==> src/rtl/pipe_latch.sv <==
// -----------------------------------------------------------------------------
// pipe_latch
//   Enable-gated pipeline register bank: WIDTH data bits carried through DEPTH
//   registered stages, each with its own valid bit. The bank can hold (stall),
//   advance, or squash its contents (flush). It also reports whether any stage
//   is occupied and how many stages are occupied.
//
//   Parameters
//     WIDTH    data bits per stage (>=1)
//     DEPTH    number of register stages (>=1); latency in advancing cycles
//     RST_VAL  reset value of every data stage register
//
//   Ports
//     clk_i    in   1               rising-edge clock
//     rst_i    in   1               synchronous active-high reset (highest priority)
//     data_i   in   WIDTH           data into stage 0
//     valid_i  in   1               data_i qualifier
//     en_i     in   1               advance this cycle (0 = hold every stage)
//     flush_i  in   1               clear every valid bit at this edge
//     data_o   out  WIDTH           last stage data
//     valid_o  out  1               last stage valid bit
//     busy_o   out  1               any stage valid
//     count_o  out  $clog2(DEPTH+1) number of valid stages
//
//   Build option
//     PIPE_LATCH_GATE_EN  when defined, data_o is forced to zero whenever
//                         valid_o is low (legacy AND-gated output). When not
//                         defined, data_o shows the raw last-stage register,
//                         which is stale while valid_o is low.
// -----------------------------------------------------------------------------
module pipe_latch #(
    parameter int               WIDTH   = 6,
    parameter int               DEPTH   = 2,
    parameter logic [WIDTH-1:0] RST_VAL = '0
) (
    input  logic                       clk_i,
    input  logic                       rst_i,
    input  logic [WIDTH-1:0]           data_i,
    input  logic                       valid_i,
    input  logic                       en_i,
    input  logic                       flush_i,
    output logic [WIDTH-1:0]           data_o,
    output logic                       valid_o,
    output logic                       busy_o,
    output logic [$clog2(DEPTH+1)-1:0] count_o
);

    localparam int CW = $clog2(DEPTH + 1);

    logic [WIDTH-1:0] data_q [DEPTH];
    logic [WIDTH-1:0] data_d [DEPTH];
    logic [DEPTH-1:0] vld_q;
    logic [DEPTH-1:0] vld_d;

    // Value each stage would take on an advance: stage 0 takes the input
    // port, every later stage takes its upstream neighbour.
    logic [WIDTH-1:0] shift_data [DEPTH];
    logic [DEPTH-1:0] shift_vld;

    generate
        for (genvar gi = 0; gi < DEPTH; gi++) begin : g_src
            if (gi == 0) begin : g_head
                assign shift_data[gi] = data_i;
                assign shift_vld[gi]  = valid_i;
            end else begin : g_body
                assign shift_data[gi] = data_q[gi-1];
                assign shift_vld[gi]  = vld_q[gi-1];
            end
        end
    endgenerate

    always_comb begin
        for (int k = 0; k < DEPTH; k++) begin
            data_d[k] = data_q[k];
        end
        vld_d = vld_q;

        // Data and valid move together; bubbles still carry their stale data.
        if (en_i) begin
            for (int k = 0; k < DEPTH; k++) begin
                data_d[k] = shift_data[k];
            end
            vld_d = shift_vld;
        end

        // Flush only squashes valid bits; data keeps following en_i since its
        // content is don't-care while invalid. This also discards valid_i.
        if (flush_i) begin
            vld_d = '0;
        end
    end

    always_ff @(posedge clk_i) begin
        if (rst_i) begin
            for (int k = 0; k < DEPTH; k++) begin
                data_q[k] <= RST_VAL;
            end
            vld_q <= '0;
        end else begin
            for (int k = 0; k < DEPTH; k++) begin
                data_q[k] <= data_d[k];
            end
            vld_q <= vld_d;
        end
    end

    // Occupancy: popcount of the valid bits, purely from registers.
    logic [CW-1:0] vld_count;

    always_comb begin
        vld_count = '0;
        for (int k = 0; k < DEPTH; k++) begin
            vld_count = vld_count + CW'(vld_q[k]);
        end
    end

    assign valid_o = vld_q[DEPTH-1];
    assign busy_o  = |vld_q;
    assign count_o = vld_count;

`ifdef PIPE_LATCH_GATE_EN
    assign data_o = data_q[DEPTH-1] & {WIDTH{vld_q[DEPTH-1]}};
`else
    assign data_o = data_q[DEPTH-1];
`endif

endmodule
==> config.mk <==
export PLATFORM = sky130hd
export DESIGN_NAME = pipe_latch
export DESIGN_NICKNAME = d
export VERILOG_FILES = /design/src/rtl/pipe_latch.sv
export SDC_FILE = /design/constraint.sdc
export NUM_CORES = 1
export LEC_CHECK = 0
export ABC_AREA = 1
export CAP_MARGIN = 10
export CORE_ASPECT_RATIO = 0.6
export CORE_MARGIN = 8
export CORE_UTILIZATION = 25
export CTS_CLUSTER_SIZE = 20
export DETAILED_ROUTE_END_ITERATION = 8
export GPL_ROUTABILITY_DRIVEN = 0
export HOLD_SLACK_MARGIN = 0.1
export PLACE_DENSITY = 0.5
export SYNTH_ARGS = -nofsm -noshare
export SYNTH_HDL_FRONTEND = slang
export SYNTH_SLANG_ARGS = --single-unit
==> constraint.sdc <==
create_clock -name clk_i -period 1.2 [get_ports clk_i]
set_clock_uncertainty 0.2 [all_clocks]
set_input_delay 0.12 -clock clk_i [delete_from_list [all_inputs] [get_ports clk_i]]
set_output_delay 0.12 -clock clk_i [all_outputs]
set_load 0.01 [all_outputs]
==> results of run 1 <==
cell usage in the layout, fill, tap and decap left out:
master,n
nor2_1,23
nand2_1,22
inv_1,14
dfxtp_1,12
clkdlybuf4s50_1,10
nand2_2,6
nor2_2,6
clkdlybuf4s15_1,5
clkbuf_8,4
inv_2,3
buf_6,3
buf_4,3
ha_4,2
dfxtp_2,2
dlygate4sd2_1,1
buf_2,1
buf_12,1
per-layer routing:
layer | track usage [%] | vias to the layer above | routed length (um)
li1 | - | 310 | -
met1 | 7.380 | 234 | 612
met2 | 9.348 | 14 | 592
met3 | 2.983 | 2 | 75
met4 | 5.048 | 0 | 38
met5 | 0 | - | 0
per-stage QoR:
| stage | instance area [um2] | utilization [%] |
|---|---|---|
| finish | 978.4 | 35.46 |
| floorplan | 700.7 | - |
| CTS | 972.2 | 35.24 |
| detailed placement | 890.9 | 32.29 |
| global placement | 890.9 | 32.29 |
| global route | 978.4 | 35.46 |
registers in the layout, indices dropped and copies added, names as in the netlist:
| name | cells |
|---|---|
| data_q | 12 |
| vld_q | 2 |
layout make-up:
class                      instances  share of cell area [%]
inverter                          17                   6.522
sequential                        14                   28.90
tap                               34                   4.348
clock buffer                       4                   5.627
multi-input combinational         59                   30.05
timing repair buffer              24                   24.55
critical path, delay by kind of cell (launching register included):
family / cells / cell delay (ps)
DFF: 1 / 320
adders and majority gates: 1 / 150
buffers and inverters: 2 / 250
logic make-up (layout without fill, tap and decap cells):
family	after synthesis	count (layout)	synth area share, %
buffers and inverters	27	45	21.60
DFF	14	14	40.00
adders and majority gates	2	2	3.571
and+or+nand+nor	57	57	34.82
cells in the mapped netlist:
cell and n:
ha_1 2, inv_1 17, buf_2 1, nor2_1 23
nand2_1 22, nand2_2 6, buf_6 2, buf_8 1
dfxtp_1 14, buf_4 6, nor2_2 6
worst max path at each step:
stage,cells after the start,startpoint,endpoint,slack (ps)
after floorplan,2,vld_q[1],count_o[0],110
after global placement,3,vld_q[0],count_o[0],-260
after detailed placement,3,vld_q[1],count_o[0],-280
after CTS,3,vld_q[1],count_o[1],-100
after global routing,3,vld_q[1],count_o[0],-130
final,3,vld_q[1],count_o[1],-90
power groups by stage:
stage	clock, W	sequential [W]	combinational, W
final	0.000452	0.000510	0.000194
after global routing	0.000499	0.000513	0.000223
after CTS	0.000472	0.000509	0.000194
after detailed placement	0	0.000519	0.000193
after global placement	0	0.000518	0.000191
after floorplan	0	0.000517	0.000130
what timing repair did:
item / CTS / global route
buffers inserted: 1 / 0
endpoints found under the setup margin: 10 / 8
resized for setup: 34 / 5
pin swaps: 1 / 1
==> impl_summary.log, run 1 <==
[metrics] result of the run: complete, but fails checks
[metrics] failing checks: setup timing
[metrics] path class of the lowest-slack min-delay path: reg2reg
[metrics] Reg-to-Reg Start: vld_q[0]
[metrics] height of the die: around 57 um
[metrics] Overflow after GRT: 0
[metrics] post-route insts no fill: 152
[metrics] count of TritonRoute iterations in the first routing pass: 4
[metrics] flop and latch count out of synthesis: 14
[metrics] number of buffers inserted during clock tree synthesis: 3
[metrics] Syn-to-layout area delta: 39.64%
[metrics] placed wire-length estimate: 926.7 um
[metrics] clk_lat worst skew: about 240 ps
[metrics] fraction of power spent switching nets: between 20% and 30%
[metrics] power share of the sequential group: 44.1%
[metrics] unrepaired setup endpoints after global routing: yes
[metrics] core box area: 0.002759 mm2
[metrics] register clock-pin slew on the reported worst setup and hold paths: around 60 ps
[metrics] area of the die: ~0.0048 mm2
[metrics] highest attainable clock frequency: about 0.77 GHz
[metrics] Vias: 560
[metrics] wire length of the first global-routing pass: about 2500 um
[metrics] number of remaining DRC errors: 0
[metrics] max-slew violations: 0
[metrics] deepest level of the CTS H-tree: 1
[metrics] leakage power figure: 0.4805 nW
[metrics] gate count of the mapped netlist: 100
[metrics] relative max-transition margin: between 70% and 80%
[metrics] standard-cell row count: 15
[metrics] Register Area: roughly 280 um2
[metrics] combined area of the multi-input logic cells: around 290 um2
[metrics] most area-hungry cell type in the Yosys netlist: dfxtp_1
[metrics] final-layout fill cell count: roughly 280
[metrics] Hold Crit Start: data_q[0][1]
[metrics] via density per instance: between 3 and 4
[metrics] remaining antenna violation count: 0
[metrics] top-level I/O count: 21
[metrics] clock sinks: 14
[metrics] Clock Root Buffer: clkbuf_8
[metrics] part of the total power dissipated in combinational logic: between 10% and 20%
[metrics] number of placed instances, taps included: approximately 150
[metrics] routed length per placed instance: 8.671 um
[metrics] Crit Path Class: reg2out
[metrics] Period Utilization, post-route: 107.6%
[metrics] slowest stage cell on the critical path: dfxtp_2
[metrics] proportion of layout cells with a drive suffix above 1: between 20% and 30%
[metrics] delay of the slowest cell on the worst path: roughly 320 ps
[metrics] kind of capture point of the worst setup path: primary output
[metrics] total power of the final layout: between 0.001 and 0.0015 W
[metrics] Final Hold Fails: 0
[metrics] data arrival time of the critical path: between 900 and 1000 ps
[metrics] Clock Power Share: around two fifths
[metrics] leading post-synthesis cells by cell area: dfxtp_1, nor2_1, nand2_1, inv_1, buf_4
[metrics] crit path cell chain: buf_4 > ha_4 > buf_6
[metrics] Die Width: between 80 and 90 um
[metrics] worst reg-to-reg path cell count: 5
[metrics] maximum number of pins on one net before global-route repair: 29
[metrics] clock tree from TritonCTS: done
[metrics] min cycle time layout: approximately 1300 ps
[metrics] final setup margin: -91.23 ps
[metrics] Critical Path Fanout Max: 3
[metrics] sort of element at the start of the critical path: flip-flop
[metrics] number of distinct library cells after synthesis: 11
[metrics] Total Negative Setup Slacks: -199.7 ps
[metrics] initial cell density of the core: between 20% and 30%
[metrics] Max IR drop VDD: between 0.4 and 0.5 mV
[metrics] internal power: between 0.0008 and 0.0009 W
[metrics] sink of the worst hold path: data_q[0][1]
[metrics] Worst Tran Pin Value: 362.2 ps
[metrics] synthesized area divided by synthesized cell count: 7.007 um2
[metrics] Maximum Capacitance Violations: 0
[metrics] layout net count: about 130
[metrics] worst-case setup slack after placement: -275.9 ps
[metrics] Net Switching: ~0.00027 W
[metrics] area share of the largest cell type after synthesis: about 40%
[metrics] sequential area share after synthesis: approximately two fifths
[metrics] maximum buffer depth of the clock tree: 2
[metrics] critical register-to-register path endpoint: vld_q[1]
[metrics] port buffer count: 20
[metrics] vias in the first global route: between 500 and 600
[metrics] aggregate routed wire length: 1318 um
[metrics] Antenna diodes: 0
[metrics] Total Routing Usage GR: under 10%
[metrics] number of DRC violations after detailed-routing iteration 0: 24
[metrics] register-to-register setup slack: between 200 and 300 ps
[metrics] required time of the critical path: slightly below 900 ps
[metrics] Synth Warn #: 0
[metrics] CTS Hold Buffers Added: 0
[metrics] Synth Net Count: ~110
[metrics] Final setup violation count: 3
[metrics] Worst Hold Depth: 2
[metrics] pwr/cell area: around 1200 mW/mm2
[metrics] worst hold-check slack: approximately 270 ps
[metrics] number of antenna violations at the first check in global routing: 0
[metrics] combined area of all synthesized cells: ~700 um2
(Power assumes the default switching activity.)
==> inputs of run 2 (changes only) <==
--- a/config.mk
+++ b/config.mk
@@ -15,6 +15,7 @@
 export GPL_ROUTABILITY_DRIVEN = 0
 export HOLD_SLACK_MARGIN = 0.1
 export PLACE_DENSITY = 0.5
+export REMOVE_ABC_BUFFERS = 1
 export SYNTH_ARGS = -nofsm -noshare
 export SYNTH_HDL_FRONTEND = slang
 export SYNTH_SLANG_ARGS = --single-unit
==> run 2 against run 1 <==
Compared with the run above:
- the flow still finishes with violations (setup timing)
- sequential share of layout area shrank 0.79 points
- die area unchanged
- critical path depth unchanged
- highest routed layer unchanged
- clock-buffer cell count stayed put
- flip-flop and latch count stayed put
- combinational power grew 2%
- worst setup slack worse by 6.2 ps
- maximum frequency shrank 0.48%
- cell area increased by 2.8%
==> impl_summary.log, run 2 (synthesis results as in run 1) <==
[metrics] clock sinks: 14
[metrics] sort of element at the start of the critical path: flip-flop
[metrics] worst hold-check slack: about 270 ps
[metrics] total power of the final layout: 0.001159 W
[metrics] initial cell density of the core: between 20% and 30%
[metrics] delay of the slowest cell on the worst path: between 300 and 400 ps
[metrics] Clock Root Buffer: clkbuf_8
[metrics] failing checks: setup timing
[metrics] proportion of layout cells with a drive suffix above 1: 28.10%
[metrics] Crit path buffers/inverters: 2
[metrics] wire length of the first global-routing pass: 2235 um
[metrics] commonest non-fill, non-tap cell in the layout: nor2_1
[metrics] Clock Power Share: about two fifths
[metrics] layout net count: roughly 140
[metrics] Period Utilization, post-route: 108.1%
[metrics] registers with the most flip-flops: data_q x12, vld_q x2
[metrics] aggregate routed wire length: ~1300 um
[metrics] part of the total power dissipated in combinational logic: between 10% and 20%
[metrics] core box area: between 0.002 and 0.003 mm2
[metrics] Overflow after GRT: 0
[metrics] Critical Path Fanout Max: 2
[metrics] remaining antenna violation count: 0
[metrics] internal power: just under 0.0009 W
[metrics] Antenna diodes: 0
[metrics] maximum buffer depth of the clock tree: 2
[metrics] Die Width: between 80 and 90 um
[metrics] top-level I/O count: 21
[metrics] unrepaired setup endpoints after global routing: yes
[metrics] maximum number of pins on one net before global-route repair: 29
[metrics] min cycle time layout: between 1000 and 1500 ps
[metrics] height of the die: 57.01 um
[metrics] highest attainable clock frequency: between 0.7 and 0.8 GHz
[metrics] Maximum Capacitance Violations: 0
[metrics] post-route insts no fill: between 150 and 200
[metrics] number of antenna violations at the first check in global routing: 0
[metrics] Vias: between 500 and 600
[metrics] CTS Hold Buffers Added: 0
[metrics] Max IR drop VDD: about 0.67 mV
[metrics] result of the run: complete, but fails checks
[metrics] path class of the lowest-slack min-delay path: reg2reg
[metrics] port buffer count: 20
[metrics] kind of cell adding the most delay to the critical path: flip-flops
[metrics] Crit Path Class: reg2out
[metrics] Final setup violation count: 3
[metrics] count of TritonRoute iterations in the first routing pass: 2
[metrics] relative max-transition margin: around three quarters
[metrics] leakage power figure: ~0.5 nW
[metrics] pwr/cell area: roughly 1200 mW/mm2
[metrics] data arrival time of the critical path: 980 ps
[metrics] final setup margin: -97.44 ps
[metrics] routed length per placed instance: 8.232 um
[metrics] leading cell types in the layout, fill and taps excluded: nor2_1, nand2_1, inv_1
[metrics] via density per instance: between 3 and 4
[metrics] number of DRC violations after detailed-routing iteration 0: 24
[metrics] placed wire-length estimate: just over 900 um
[metrics] area of the die: between 0.004 and 0.005 mm2
[metrics] clock tree from TritonCTS: done
[metrics] Total Routing Usage GR: a little under 6%
[metrics] Worst Tran Pin Value: around 360 ps
[metrics] flip-flop count of the largest register, all copies and words added: 12
[metrics] crit path cell chain: inv_2 > ha_4 > buf_6
[metrics] kind of capture point of the worst setup path: primary output
[metrics] vias in the first global route: roughly 530
[metrics] Final Hold Fails: 0
[metrics] Net Switching: about 0.00027 W
[metrics] clk_lat worst skew: approximately 240 ps
[metrics] deepest level of the CTS H-tree: 1
[metrics] required time of the critical path: 880 ps
[metrics] worst-case setup slack after placement: -284.1 ps
[metrics] fraction of power spent switching nets: 22.94%
[metrics] power share of the sequential group: between 40% and 50%
[metrics] standard-cell row count: 15
[metrics] number of placed instances, taps included: about 150
[metrics] Most flops, register: data_q
[metrics] register clock-pin slew on the reported worst setup and hold paths: ~50 ps
[metrics] max-slew violations: 0
[metrics] number of buffers inserted during clock tree synthesis: 3
[metrics] Syn-to-layout area delta: 43.57%
[metrics] number of remaining DRC errors: 0
[metrics] slowest stage cell on the critical path: dfxtp_2
run 2: changes by cell type in the layout (fill, tap and decap cells not counted), sizes merged:
cell and change:
dlygate4sd2 +2, clkdlybuf4s15 -2, buf +3
run 2: what timing repair did:
| item | CTS | global route |
|---|---|---|
| pin swaps | 1 | 1 |
| setup buffers | 2 | 1 |
| endpoints found under the setup margin | 10 | 6 |
| gates resized for setup | 36 | 3 |
run 2: worst paths after layout:
kind / from / endpoint / slack (ps) / depth (start not counted)
hold reg to reg: data_q[0][10] / data_q[0][10] / 270 / 2
hold / removal: data_q[0][10] / data_q[0][10] / 270 / 2
setup / recovery: vld_q[0] / count_o[0] / -100 / 3
setup reg to reg: vld_q[0] / vld_q[1] / 150 / 6
run 2: final cells by class:
class,count,area (um2)
tap,34,42.54
inverter,17,63.81
clock buffer,4,55.05
timing repair buffer,27,267.8
sequential,14,282.8
fill,293,1753
multi-input combinational,59,294.0
run 2: stage by stage:
stage | util (%) | instance area (um2) | TNS [ps]
floorplan | - | 613.1 | 0
global placement | 32.56 | 898.4 | -2136
detailed placement | 32.56 | 898.4 | -2310
CTS | 36.05 | 994.7 | -211.3
global route | 36.46 | 1006 | -299.8
finish | 36.46 | 1006 | -182.2
run 2: power by group through the flow:
stage	registers, W	logic [W]	clock network [W]
after floorplan	0.000525	0.0000805	0
after global placement	0.000518	0.000194	0
after detailed placement	0.000519	0.000195	0
after CTS	0.000510	0.000199	0.000473
after global routing	0.000514	0.000222	0.000498
final	0.000510	0.000198	0.000450
run 2: worst min-delay path, cell delays in order (launching register included):
cell,delay (ps)
dfxtp_1,310
nor2_1,80
nor2_1,50
run 2: metal layers:
layer	wire [um]	vias up	global-route usage (%)
li1	-	318	-
met1	627	222	6.556
met2	546	14	8.370
met3	94	2	3.693
met4	7	0	2.885
met5	0	-	0
==> inputs of run 3 (changes only) <==
--- a/config.mk
+++ b/config.mk
@@ -13,7 +13,6 @@
 export CTS_CLUSTER_SIZE = 20
 export DETAILED_ROUTE_END_ITERATION = 8
 export GPL_ROUTABILITY_DRIVEN = 0
-export HOLD_SLACK_MARGIN = 0.1
 export PLACE_DENSITY = 0.5
 export REMOVE_ABC_BUFFERS = 1
 export SYNTH_ARGS = -nofsm -noshare
==> constraint.sdc (replaced) <==
create_clock -name clk_i -period 1.5 [get_ports clk_i]
set_clock_uncertainty 0.2 [all_clocks]
set_input_delay 0.15 -clock clk_i [delete_from_list [all_inputs] [get_ports clk_i]]
set_output_delay 0.15 -clock clk_i [all_outputs]
set_load 0.01 [all_outputs]
==> run 3 against run 2 <==
Compared with the run above:
- the run now ends clean
- register-to-register slack better by 430 ps
- combinational power is 25% lower
- non-clock buffer count is 3 lower
- worst setup slack improved by 140 ps
- cell area fell by 4.6%
- cell count shrank 1.9%
- sequential power decreased by 20%
- clock power is 20% lower
- total power is 21% lower
- global-route usage is 0.24 points lower
- critical path type unchanged
- largest cell class is now registers
- largest power group unchanged
==> impl_summary.log, run 3 (synthesis results as in run 1) <==
[metrics] result of the run: finished, final reports clean
[metrics] placed wire-length estimate: slightly above 900 um
[metrics] port buffer count: 20
[metrics] registers with the most flip-flops: data_q x12, vld_q x2
[metrics] height of the die: between 50 and 60 um
[metrics] kind of capture point of the worst setup path: primary output
[metrics] Worst Tran Pin Value: approximately 360 ps
[metrics] aggregate routed wire length: 1232 um
[metrics] flip-flop count of the largest register, all copies and words added: 12
[metrics] sort of element at the start of the critical path: flip-flop
[metrics] number of antenna violations at the first check in global routing: 0
[metrics] proportion of layout cells with a drive suffix above 1: between 10% and 20%
[metrics] highest attainable clock frequency: slightly below 0.7 GHz
[metrics] standard-cell row count: 15
[metrics] Antenna diodes: 0
[metrics] leading cell types in the layout, fill and taps excluded: nor2_1, nand2_1, inv_1
[metrics] remaining antenna violation count: 0
[metrics] commonest non-fill, non-tap cell in the layout: nor2_1
[metrics] number of buffers inserted during clock tree synthesis: 3
[metrics] Most flops, register: data_q
[metrics] count of TritonRoute iterations in the first routing pass: 2
[metrics] relative max-transition margin: 76.14%
[metrics] Overflow after GRT: 0
[metrics] Total Negative Setup Slacks: 0 ps
[metrics] leakage power figure: about 0.55 nW
[metrics] delay of the slowest cell on the worst path: ~540 ps
[metrics] Final setup violation count: 0
[metrics] clock tree from TritonCTS: done
[metrics] Critical Path Fanout Max: 2
[metrics] number of placed instances, taps included: 148
[metrics] number of buffers inserted to repair setup after CTS: 0
[metrics] Syn-to-layout area delta: 36.96%
[metrics] clk_lat worst skew: ~240 ps
[metrics] worst hold-check slack: ~270 ps
[metrics] Total Routing Usage GR: about 5.6%
[metrics] via density per instance: approximately 3.6
[metrics] unrepaired setup endpoints after global routing: no
[metrics] Max IR drop VDD: roughly 0.54 mV
[metrics] number of DRC violations after detailed-routing iteration 0: 20
[metrics] Vias: between 500 and 600
[metrics] Period Utilization, post-route: 97.04%
[metrics] min cycle time layout: approximately 1500 ps
[metrics] path class of the lowest-slack min-delay path: reg2reg
[metrics] Crit path buffers/inverters: 1
[metrics] CTS Hold Buffers Added: 0
[metrics] max-slew violations: 0
[metrics] Die Width: approximately 84 um
[metrics] area of the die: between 0.004 and 0.005 mm2
[metrics] required time of the critical path: about 1200 ps
[metrics] layout net count: ~130
[metrics] slowest stage cell on the critical path: clkdlybuf4s50_1
[metrics] post-route insts no fill: about 150
[metrics] Maximum Capacitance Violations: 0
[metrics] number of remaining DRC errors: 0
[metrics] initial cell density of the core: between 20% and 30%
[metrics] worst-case setup slack after placement: -14.08 ps
[metrics] register clock-pin slew on the reported worst setup and hold paths: about 60 ps
[metrics] kind of cell adding the most delay to the critical path: buffers and inverters
[metrics] Crit Path Class: reg2out
[metrics] final setup margin: 44.33 ps
[metrics] routed length per placed instance: 8.105 um
[metrics] data arrival time of the critical path: ~1100 ps
[metrics] Final Hold Fails: 0
[metrics] Clock Root Buffer: clkbuf_8
[metrics] deepest level of the CTS H-tree: 1
[metrics] crit path cell chain: clkdlybuf4s50_1
[metrics] pwr/cell area: 952.9 mW/mm2
[metrics] vias in the first global route: ~520
[metrics] maximum number of pins on one net before global-route repair: 29
[metrics] core box area: 0.002759 mm2
[metrics] clock sinks: 14
[metrics] wire length of the first global-routing pass: approximately 2200 um
[metrics] maximum buffer depth of the clock tree: 2
[metrics] top-level I/O count: 21
-- run 3: cell types whose count changed in the layout (fill, tap and decap cells not counted) --
cell and delta:
buf_4 -1, buf_6 -5, clkdlybuf4s15_1 -1, clkdlybuf4s50_1 +1, dfxtp_1 +2, dfxtp_2 -2
dlygate4sd2_1 -2, dlymetal6s2s_1 +5, ha_1 +2, ha_4 -2, inv_1 +3, inv_2 -3
-- run 3: routing by layer --
layer  vias up  part of all wire (%)  global-route usage, %
li1        312                     -                      -
met3         2                   7.9                  3.693
met1       217                    50                  6.307
met2        14                    42                  7.826
met5         -                     0                      0
met4         0                  0.57                  2.885
-- run 3: timing repair --
action                                  in CTS  in global routing
gates resized for setup                      7                  7
pin swaps                                    0                  0
endpoints found under the setup margin       4                  7
-- run 3: layout make-up --
| class | instances | area (um2) |
|---|---|---|
| Timing Repair Buffer | 24 | 249.0 |
| Multi-Input combinational cell | 59 | 269.0 |
| Tap cell | 34 | 42.54 |
| Clock buffer | 4 | 55.05 |
| Inverter | 17 | 63.81 |
| Fill cell | 301 | 1799 |
| Sequential cell | 14 | 280.3 |
-- run 3: metrics by stage --
step           area, um2  util (%)   power, W
3_5_place_dp       898.4     32.56  0.0005719
4_1_cts            952.2     34.51  0.0009400
5_1_grt            959.7     34.78  0.0009744
2_1_floorplan      613.1         -  0.0004844
3_3_place_gp       898.4     32.56  0.0005693
6_report           959.7     34.78  0.0009144
-- run 3: worst paths after layout --
check                                    from             to  slack (ps)  cells past startpoint
worst max-delay path             data_q[0][8]      data_o[2]          40                      1
worst min-delay path            data_q[0][10]  data_q[0][10]         270                      2
worst max register to register       vld_q[0]       vld_q[1]         580                      5
worst min register to register  data_q[0][10]  data_q[0][10]         270                      2
-- run 3: where the power goes --
group / switching [W] / internal (W)
logic: 0.0000693 / 0.0000785
clock network: 0.000128 / 0.000232
registers: 0.0000106 / 0.000396
total: 0.000208 / 0.000707
